==> src/rtl/cpu_pkg.sv <==
// Shared pipeline constants for the MIPS core stage registers.
// Exception codes, the NOP encoding and the default instruction-memory window.
package cpu_pkg;

    localparam logic [4:0]  EXC_NONE        = 5'd0;
    localparam logic [4:0]  EXC_ADEL        = 5'd4;
    localparam logic [31:0] NOP_INSTR       = 32'h0000_0000;
    localparam logic [31:0] DEF_IMEM_BASE   = 32'h0000_3000;
    localparam logic [31:0] DEF_IMEM_LIMIT  = 32'h0000_6FFC;
    localparam logic [31:0] DEF_RESET_PC    = 32'h0000_3000;

    // Per-edge action of a stage register, in priority order flush > hold > load.
    typedef enum logic [1:0] {
        UPD_LOAD  = 2'd0,
        UPD_HOLD  = 2'd1,
        UPD_FLUSH = 2'd2
    } upd_e;

endpackage

==> src/rtl/fd_pipe_reg_if.sv <==
// Fetch-to-decode bundle: fetch-side inputs, hazard/flush controls, decode-side outputs.
// master = fetch/hazard side driving the register, slave = the register itself.
interface fd_pipe_reg_if #(
    parameter int DATA_W = 32,
    parameter int ADDR_W = 32
);

    logic [DATA_W-1:0] instr_f;
    logic [ADDR_W-1:0] pc_f;
    logic              valid_f;
    logic              bd_f;
    logic              stall;
    logic              flush;
    logic [DATA_W-1:0] instr_d;
    logic [ADDR_W-1:0] pc_d;
    logic [ADDR_W-1:0] pc8_d;
    logic              valid_d;
    logic              bd_d;
    logic [4:0]        exc_d;

    modport master (
        output instr_f, pc_f, valid_f, bd_f, stall, flush,
        input  instr_d, pc_d, pc8_d, valid_d, bd_d, exc_d
    );

    modport slave (
        input  instr_f, pc_f, valid_f, bd_f, stall, flush,
        output instr_d, pc_d, pc8_d, valid_d, bd_d, exc_d
    );

endinterface

==> src/rtl/fd_pipe_reg_sat_counter.sv <==
// Saturating up-counter: holds at all-ones instead of wrapping.
// Used for the fetch/decode performance counters.
module sat_counter #(
    parameter int WIDTH = 32
) (
    input  logic             clk,
    input  logic             rst_n,
    input  logic             clear,
    input  logic             inc,
    output logic [WIDTH-1:0] count
);

    logic [WIDTH-1:0] count_r;

    // Count register with synchronous clear and saturation at the top value.
    always_ff @(posedge clk or negedge rst_n) begin
        if (!rst_n) begin
            count_r <= '0;
        end else if (clear) begin
            count_r <= '0;
        end else if (inc && (count_r != {WIDTH{1'b1}})) begin
            count_r <= count_r + {{(WIDTH-1){1'b0}}, 1'b1};
        end else begin
            count_r <= count_r;
        end
    end

    assign count = count_r;

endmodule

==> src/rtl/fd_pipe_reg.sv <==
// IF/ID pipeline register with valid bit, bubble-inserting flush, delay-slot flag and AdEL capture.
// Optional stall/bubble performance counters when FD_PERF_CNT_EN is defined.
module fd_pipe_reg
    import cpu_pkg::*;
#(
    parameter int                DATA_W     = 32,
    parameter int                ADDR_W     = 32,
    parameter logic [ADDR_W-1:0] IMEM_BASE  = DEF_IMEM_BASE,
    parameter logic [ADDR_W-1:0] IMEM_LIMIT = DEF_IMEM_LIMIT,
    parameter logic [ADDR_W-1:0] RESET_PC   = DEF_RESET_PC
) (
    input  logic         clk,
    input  logic         rst_n,
    fd_pipe_reg_if.slave bus
`ifdef FD_PERF_CNT_EN
    ,
    output logic [31:0]  stall_cnt,
    output logic [31:0]  bubble_cnt
`endif
);

    localparam logic [ADDR_W-1:0] PC_STEP8 = ADDR_W'(4'd8);

    // Misaligned or outside the instruction window (both bounds inclusive).
    function automatic logic adel_check(input logic v, input logic [ADDR_W-1:0] pc);
        return v && ((pc[1:0] != 2'b00) || (pc < IMEM_BASE) || (pc > IMEM_LIMIT));
    endfunction

    upd_e              upd_s;
    logic              fault_s;
    logic [DATA_W-1:0] instr_s, instr_r;
    logic [ADDR_W-1:0] pc_s, pc_r;
    logic [ADDR_W-1:0] pc8_s, pc8_r;
    logic              valid_s, valid_r;
    logic              bd_s, bd_r;
    logic [4:0]        exc_s, exc_r;

    // Select the per-edge action.
    always_comb begin
        upd_s = UPD_LOAD;
        if (bus.flush) begin
            upd_s = UPD_FLUSH;
        end else if (bus.stall) begin
            upd_s = UPD_HOLD;
        end else begin
            upd_s = UPD_LOAD;
        end
    end

    // Next contents; a faulting fetch is turned into a NOP carrying AdEL.
    always_comb begin
        fault_s = adel_check(bus.valid_f, bus.pc_f);
        instr_s = instr_r;
        pc_s    = pc_r;
        pc8_s   = pc8_r;
        valid_s = valid_r;
        bd_s    = bd_r;
        exc_s   = exc_r;
        case (upd_s)
            UPD_FLUSH: begin
                instr_s = DATA_W'(NOP_INSTR);
                pc_s    = bus.pc_f;
                pc8_s   = bus.pc_f + PC_STEP8;
                valid_s = 1'b0;
                bd_s    = 1'b0;
                exc_s   = EXC_NONE;
            end
            UPD_HOLD: begin
                instr_s = instr_r;
                pc_s    = pc_r;
            end
            UPD_LOAD: begin
                pc_s    = bus.pc_f;
                pc8_s   = bus.pc_f + PC_STEP8;
                valid_s = bus.valid_f;
                bd_s    = bus.bd_f;
                if (fault_s) begin
                    instr_s = DATA_W'(NOP_INSTR);
                    exc_s   = EXC_ADEL;
                end else if (bus.valid_f) begin
                    instr_s = bus.instr_f;
                    exc_s   = EXC_NONE;
                end else begin
                    instr_s = DATA_W'(NOP_INSTR);
                    exc_s   = EXC_NONE;
                end
            end
            default: begin
                instr_s = instr_r;
            end
        endcase
    end

    // Stage register; reset PC keeps EPC/link values meaningful before the first fetch.
    always_ff @(posedge clk or negedge rst_n) begin
        if (!rst_n) begin
            instr_r <= DATA_W'(NOP_INSTR);
            pc_r    <= RESET_PC;
            pc8_r   <= RESET_PC + PC_STEP8;
            valid_r <= 1'b0;
            bd_r    <= 1'b0;
            exc_r   <= EXC_NONE;
        end else begin
            instr_r <= instr_s;
            pc_r    <= pc_s;
            pc8_r   <= pc8_s;
            valid_r <= valid_s;
            bd_r    <= bd_s;
            exc_r   <= exc_s;
        end
    end

    assign bus.instr_d = instr_r;
    assign bus.pc_d    = pc_r;
    assign bus.pc8_d   = pc8_r;
    assign bus.valid_d = valid_r;
    assign bus.bd_d    = bd_r;
    assign bus.exc_d   = exc_r;

`ifdef FD_PERF_CNT_EN
    logic stall_inc_s;
    logic bubble_inc_s;

    assign stall_inc_s  = bus.stall & ~bus.flush;
    assign bubble_inc_s = bus.flush | (~bus.stall & ~bus.valid_f);

    sat_counter #(.WIDTH(32)) u_stall_cnt (
        .clk   (clk),
        .rst_n (rst_n),
        .clear (1'b0),
        .inc   (stall_inc_s),
        .count (stall_cnt)
    );

    sat_counter #(.WIDTH(32)) u_bubble_cnt (
        .clk   (clk),
        .rst_n (rst_n),
        .clear (1'b0),
        .inc   (bubble_inc_s),
        .count (bubble_cnt)
    );
`endif

endmodule

==> src/flat_wrapper.sv <==
// flat-port wrapper written by rule: the top's interface ports become plain ports
module fd_pipe_reg_flat import cpu_pkg::*;
#(
    parameter int                DATA_W     = 32,
    parameter int                ADDR_W     = 32,
    parameter logic [ADDR_W-1:0] IMEM_BASE  = DEF_IMEM_BASE,
    parameter logic [ADDR_W-1:0] IMEM_LIMIT = DEF_IMEM_LIMIT,
    parameter logic [ADDR_W-1:0] RESET_PC   = DEF_RESET_PC
)
  (clk, rst_n, bus_instr_f, bus_pc_f, bus_valid_f, bus_bd_f, bus_stall, bus_flush, bus_instr_d, bus_pc_d, bus_pc8_d, bus_valid_d, bus_bd_d, bus_exc_d);
  fd_pipe_reg_if #(.DATA_W(DATA_W), .ADDR_W(ADDR_W)) bus_i ();
  input  logic clk;
  input  logic rst_n;
  input wire logic [$bits(bus_i.instr_f)-1:0] bus_instr_f;
  input wire logic [$bits(bus_i.pc_f)-1:0] bus_pc_f;
  input wire logic [$bits(bus_i.valid_f)-1:0] bus_valid_f;
  input wire logic [$bits(bus_i.bd_f)-1:0] bus_bd_f;
  input wire logic [$bits(bus_i.stall)-1:0] bus_stall;
  input wire logic [$bits(bus_i.flush)-1:0] bus_flush;
  output wire logic [$bits(bus_i.instr_d)-1:0] bus_instr_d;
  output wire logic [$bits(bus_i.pc_d)-1:0] bus_pc_d;
  output wire logic [$bits(bus_i.pc8_d)-1:0] bus_pc8_d;
  output wire logic [$bits(bus_i.valid_d)-1:0] bus_valid_d;
  output wire logic [$bits(bus_i.bd_d)-1:0] bus_bd_d;
  output wire logic [$bits(bus_i.exc_d)-1:0] bus_exc_d;
  assign bus_i.instr_f = bus_instr_f;
  assign bus_i.pc_f = bus_pc_f;
  assign bus_i.valid_f = bus_valid_f;
  assign bus_i.bd_f = bus_bd_f;
  assign bus_i.stall = bus_stall;
  assign bus_i.flush = bus_flush;
  assign bus_instr_d = bus_i.instr_d;
  assign bus_pc_d = bus_i.pc_d;
  assign bus_pc8_d = bus_i.pc8_d;
  assign bus_valid_d = bus_i.valid_d;
  assign bus_bd_d = bus_i.bd_d;
  assign bus_exc_d = bus_i.exc_d;
  fd_pipe_reg #(.DATA_W(DATA_W), .ADDR_W(ADDR_W), .IMEM_BASE(IMEM_BASE), .IMEM_LIMIT(IMEM_LIMIT), .RESET_PC(RESET_PC)) u_core (.clk(clk), .rst_n(rst_n), .bus(bus_i));
endmodule
==> config.mk <==
export PLATFORM = sky130hd
export DESIGN_NAME = fd_pipe_reg_flat
export DESIGN_NICKNAME = d
export VERILOG_FILES = /design/src/rtl/cpu_pkg.sv /design/src/rtl/fd_pipe_reg_if.sv /design/src/rtl/fd_pipe_reg_sat_counter.sv /design/src/rtl/fd_pipe_reg.sv /design/src/flat_wrapper.sv
export SDC_FILE = /design/constraint.sdc
export NUM_CORES = 1
export LEC_CHECK = 0
export BUFFER_PORTS_ARGS = -buffer_cell sky130_fd_sc_hd__buf_2
export CORE_MARGIN = 5
export CORE_UTILIZATION = 50
export CTS_BUF_LIST = sky130_fd_sc_hd__clkbuf_2
export CTS_CLUSTER_SIZE = 20
export DETAILED_ROUTE_END_ITERATION = 16
export GPL_ROUTABILITY_DRIVEN = 1
export PLACE_DENSITY = 0.83
export SYNTH_ARGS = -nofsm -noshare
export SYNTH_HDL_FRONTEND = slang
export SYNTH_HIERARCHICAL = 1
export SYNTH_SLANG_ARGS = --single-unit
==> constraint.sdc <==
create_clock -name clk -period 1.05 [get_ports clk]
set_clock_uncertainty 0.15 [all_clocks]
set_input_delay 0 -clock clk [delete_from_list [all_inputs] [get_ports clk]]
set_output_delay 0 -clock clk [all_outputs]
set_load 0.02 [all_outputs]
==> flow_summary.json, run 1 <==
{
  "status": "stopped before the end",
  "haltStage": "global routing",
  "tool.error": "[ERROR DPL-0038] Utilization greater than 100%, impossible to legalize",
  "yosysSeqAreaShare_pct": 57.14,
  "ys_async_sr_fraction_pct": 100.0,
  "yosys.area.top_type": "dfrtp_1",
  "dp.final_hpwl_um": 9607,
  "port_buffers": 168,
  "avgSynthCellArea_um2": 10.11,
  "netlist_area_mm2": 0.004215,
  "num_io_pins": 173,
  "ys_types": 43,
  "start_util_pct": 51.30,
  "cts_buffer_depth": 2,
  "h-tree-depth": 3,
  "place_congestion": 0.9059,
  "synth_top_area_share_pct": 54.02,
  "die_h_um": 101.8,
  "yosysMostFrequentCell": "nand2_1",
  "postGrtWorstEndpoint": "bus_pc_d[13]",
  "grt_max_degree": 61,
  "worstEpCategory": "primary output",
  "cts_inserted_buffers": 9,
  "syn_inst": 417,
  "rows": 33,
  "synth_area_leaders": "dfrtp_1 54%, nand2_1 8.6%, a22o_1 6.6%",
  "synthTopCellsByCount": "97 x nand2_1, 91 x dfrtp_1, 32 x a22o_1",
  "yosys_register_bits": 96,
  "clock_sink_count": 96,
  "root_buffer": "clkbuf_2",
  "synthFlopType": "dfrtp_1",
  "synth_warnings": 6,
  "dieWidth_um": 101.8,
  "synth_edf_count": 0
}
cells by family after synthesis:
family,after synthesis,share of synthesized area [%]
AO/OA/AOI/OAI,87,14.72
XOR/XNOR,11,2.286
buffers and inverters,36,4.215
AND/OR/NAND/NOR,184,21.02
multiplexers,1,0.2375
adder cells (fa/ha/maj),1,0.2968
other,1,0.08896
flip-flops,96,57.14
per-stage QoR:
| stage | setup slack (ps) | std cells | hold slack, ps | TNS (ps) | cell area, um2 |
|---|---|---|---|---|---|
| after CTS | -408.7 | 873 | -548.4 | -47130 | 7620 |
| after floorplan | -572.4 | 420 | -445.6 | -12890 | 4354 |
| after detailed placement | -753.5 | 734 | -124.6 | -34280 | 5725 |
| after global placement | -707.4 | 734 | -128.7 | -32050 | 5725 |
timing repair:
item / 4_1_cts
endpoints found under the setup margin: 106
pin swaps: 12
hold buffers: 91
gates resized for setup: 207
setup buffers: 32
hold endpoints to repair: 192
==> run 2, diff against run 1 <==
--- a/config.mk
+++ b/config.mk
@@ -7,12 +7,10 @@
 export LEC_CHECK = 0
 export BUFFER_PORTS_ARGS = -buffer_cell sky130_fd_sc_hd__buf_2
 export CORE_MARGIN = 5
-export CORE_UTILIZATION = 50
-export CTS_BUF_LIST = sky130_fd_sc_hd__clkbuf_2
-export CTS_CLUSTER_SIZE = 20
+export CORE_UTILIZATION = 40
 export DETAILED_ROUTE_END_ITERATION = 16
 export GPL_ROUTABILITY_DRIVEN = 1
-export PLACE_DENSITY = 0.83
+export PLACE_DENSITY_LB_ADDON = 0.15
 export SYNTH_ARGS = -nofsm -noshare
 export SYNTH_HDL_FRONTEND = slang
 export SYNTH_HIERARCHICAL = 1
==> run 2 against run 1 <==
Against the previous run: the flow now finishes, with violations (negative hold slack, negative setup slack); synthesized cell count is the same; synthesized area is the same.
==> flow_summary.json, run 2 <==
{
  "status": "finished with violations",
  "violations": "negative hold slack, negative setup slack",
  "critical_path.max_stage_delay_ps": 540,
  "cp.arrival_ps": 1510,
  "synth_area_leaders": "dfrtp_1 54%, nand2_1 8.6%, a22o_1 6.6%",
  "yosys.area_share.simple_pct": 21.02,
  "ys_types": 43,
  "netlist_area_mm2": 0.004215,
  "drt.antenna.violating_nets": 0,
  "overflow": 0,
  "root_buffer": "clkbuf_8",
  "fin_ws_ps": -318.0,
  "synth_compound_area_share_pct": 14.72,
  "hp-class": "in2reg",
  "dieWidth_um": 112.7,
  "leakage_nw": 3.987,
  "synth_edf_count": 0,
  "maxCapViolations": 0,
  "powerDensity_mw_per_mm2": 1066,
  "cts_inserted_buffers": 9,
  "grt_max_degree": 58,
  "period_needed_ps": 1368,
  "path_cells": "buf_8 > ha_4 > nand3_4 > or4_4 > or4_4 > a31oi_2",
  "clock_sink_count": 96,
  "coreArea_mm2": 0.01032,
  "whs_ps": -180.3,
  "ir_drop_v": 0.0006762,
  "path_buf_inv": 1,
  "antenna_found_initial": 1,
  "route.detailed.drc": 0,
  "fin_cells": 927,
  "layout_commonest_cell": "buf_4",
  "ys_async_sr_fraction_pct": 100.0,
  "yosysMostFrequentCell": "nand2_1",
  "synth_fa_ha_area_share_pct": 0.2968,
  "critPathMostFrequentCell": "or4_4",
  "dpl.cell_count": 771,
  "critPathTopFamily": "simple AND/OR/NAND/NOR gates",
  "synth_top_area_share_pct": 54.02,
  "synthTopCellsByCount": "97 x nand2_1, 91 x dfrtp_1, 32 x a22o_1",
  "die_area_mm2": 0.01269,
  "post-route-util_pct": 79.00,
  "slew_violations": 0,
  "grt_pass1_vias": 5082,
  "h-tree-depth": 3,
  "dp.final_hpwl_um": 9870,
  "start_kind": "primary input",
  "crit_path_top_delay_cell": "or4_4",
  "wire_per_inst_um": 17.80,
  "num_vias": 4809,
  "cts_tree": "done",
  "syn_inst": 417,
  "grt_pass1_wl_um": 25500,
  "synth_warnings": 6,
  "clkLatencyLatePin_ps": 370,
  "num_io_pins": 173,
  "final-setup-viol-count": 141,
  "port_buffers": 168,
  "timing.critical_path.required_ps": 1200,
  "clk_pin_slew_worst_paths_ps": 100,
  "area_growth_pct": 93.47,
  "avgSynthCellArea_um2": 10.11,
  "synthFlopType": "dfrtp_1",
  "yosys-mux-area-fraction_pct": 0.2375,
  "mostFrequentLayoutCells": "130 x buf_4, 115 x buf_6, 96 x nand2_1",
  "rows": 37,
  "synth_top_family_by_area": "simple AND/OR/NAND/NOR gates",
  "routed_wirelength_um": 16500,
  "hold_violations": 10,
  "cp_max_fo": 7,
  "yosys.area.top_type": "dfrtp_1",
  "fmax_mhz": 731.0,
  "dr.first_iter.drc_count": 320,
  "fin_nets": 856,
  "die_h_um": 112.7,
  "via_per_inst": 5.188,
  "rsz0062_at_grt": "yes",
  "drt_first_pass_iters": 5,
  "period_share_pct": 130.3,
  "yosys_register_bits": 96,
  "crit_type": "in2reg",
  "layout-drive-gt1-share_pct": 47.47,
  "post_synth_xor_area_fraction_pct": 2.286,
  "cts_buffer_depth": 2,
  "place_congestion": 0.8806,
  "cp-end-kind": "flop",
  "tns_ps": -6108,
  "yosysSeqAreaShare_pct": 57.14,
  "grt_use_total_pct": 25.20,
  "start_util_pct": 40.83,
  "dp_worst_setup_slack_ps": -804.9,
  "nFillCells": 639,
  "finalPower_mw": 8.690
}
==> run 2: layout make-up <==
class	instances	area, um2	area share [%]
well taps	136	170.2	2.087
diodes	1	2.502	0.03068
inverters	5	18.77	0.2301
clock inverters	6	52.55	0.6444
flip-flops and latches	96	2409	29.53
multi-input cells	288	1878	23.03
repair buffers	385	3497	42.88
clock buffers	10	127.6	1.565
==> run 2: path summary, 6_finish.rpt <==
kind,start,to,slack (ps),depth (start not counted)
setup reg to reg,u_core/bus.pc8_d[28],u_core/bus.pc8_d[28],-50,3
max in group asynchronous,rst_n,u_core/bus.pc_d[6],130,3
hold / removal,bus_pc_f[31],u_core/bus.pc_d[31],-180,4
hold reg to reg,u_core/bus.pc_d[12],u_core/bus.pc_d[12],320,2
setup / recovery,bus_pc_f[4],u_core/bus.pc8_d[31],-320,6
min in group asynchronous,rst_n,u_core/bus.pc_d[4],20,3
==> run 2: logic make-up (layout without fill, tap and decap cells) <==
kind of cell / after synthesis / in the layout
AND/OR/NAND/NOR: 184 / 184
flip-flops: 96 / 96
AO/OA/AOI/OAI: 87 / 87
buffers and inverters: 36 / 406
XOR/XNOR: 11 / 11
adder cells (fa/ha/maj): 1 / 1
other: 1 / 5
multiplexers: 1 / 1
==> run 2: per-stage QoR <==
| stage | area [um2] | hold WS (ps) |
|---|---|---|
| 2_1_floorplan | 4354 | -445.6 |
| 3_3_place_gp | 5837 | -325.6 |
| 3_5_place_dp | 5837 | -327.2 |
| 4_1_cts | 7876 | -205.0 |
| 5_1_grt | 8155 | -180.5 |
| 6_report | 8155 | -180.3 |
==> run 2: where the power goes <==
group / internal [mW] / switching, mW / total [mW]
registers: 3.92 / 0.172 / 4.09
clock network: 0.901 / 1.41 / 2.31
logic: 1.22 / 1.07 / 2.29
==> run 2: repair_timing <==
| item | 4_1_cts | 5_1_grt |
|---|---|---|
| hold buffers | 69 | 8 |
| endpoints found under the hold margin | 183 | 18 |
| resized for setup | 238 | 39 |
| cloned | 3 | 0 |
| pin swaps | 24 | 27 |
| setup endpoints to repair | 147 | 193 |
| buffers inserted | 44 | 28 |
==> run 2: routing by layer <==
layer / track usage (%) / part of all wire (%) / wire (um)
met5: 0 / 0 / 0
met3: 4.528 / 5.7 / 936
met4: 13.46 / 4.5 / 746
met2: 45.34 / 53 / 8692
met1: 28.11 / 37 / 6126
==> run 2: worst min-delay path: cells and delay by family <==
kind	cells	cell delay [ps]
buf+inv	2	190
simple gates	2	110
No activity file was read; power rests on OpenSTA's default activity.
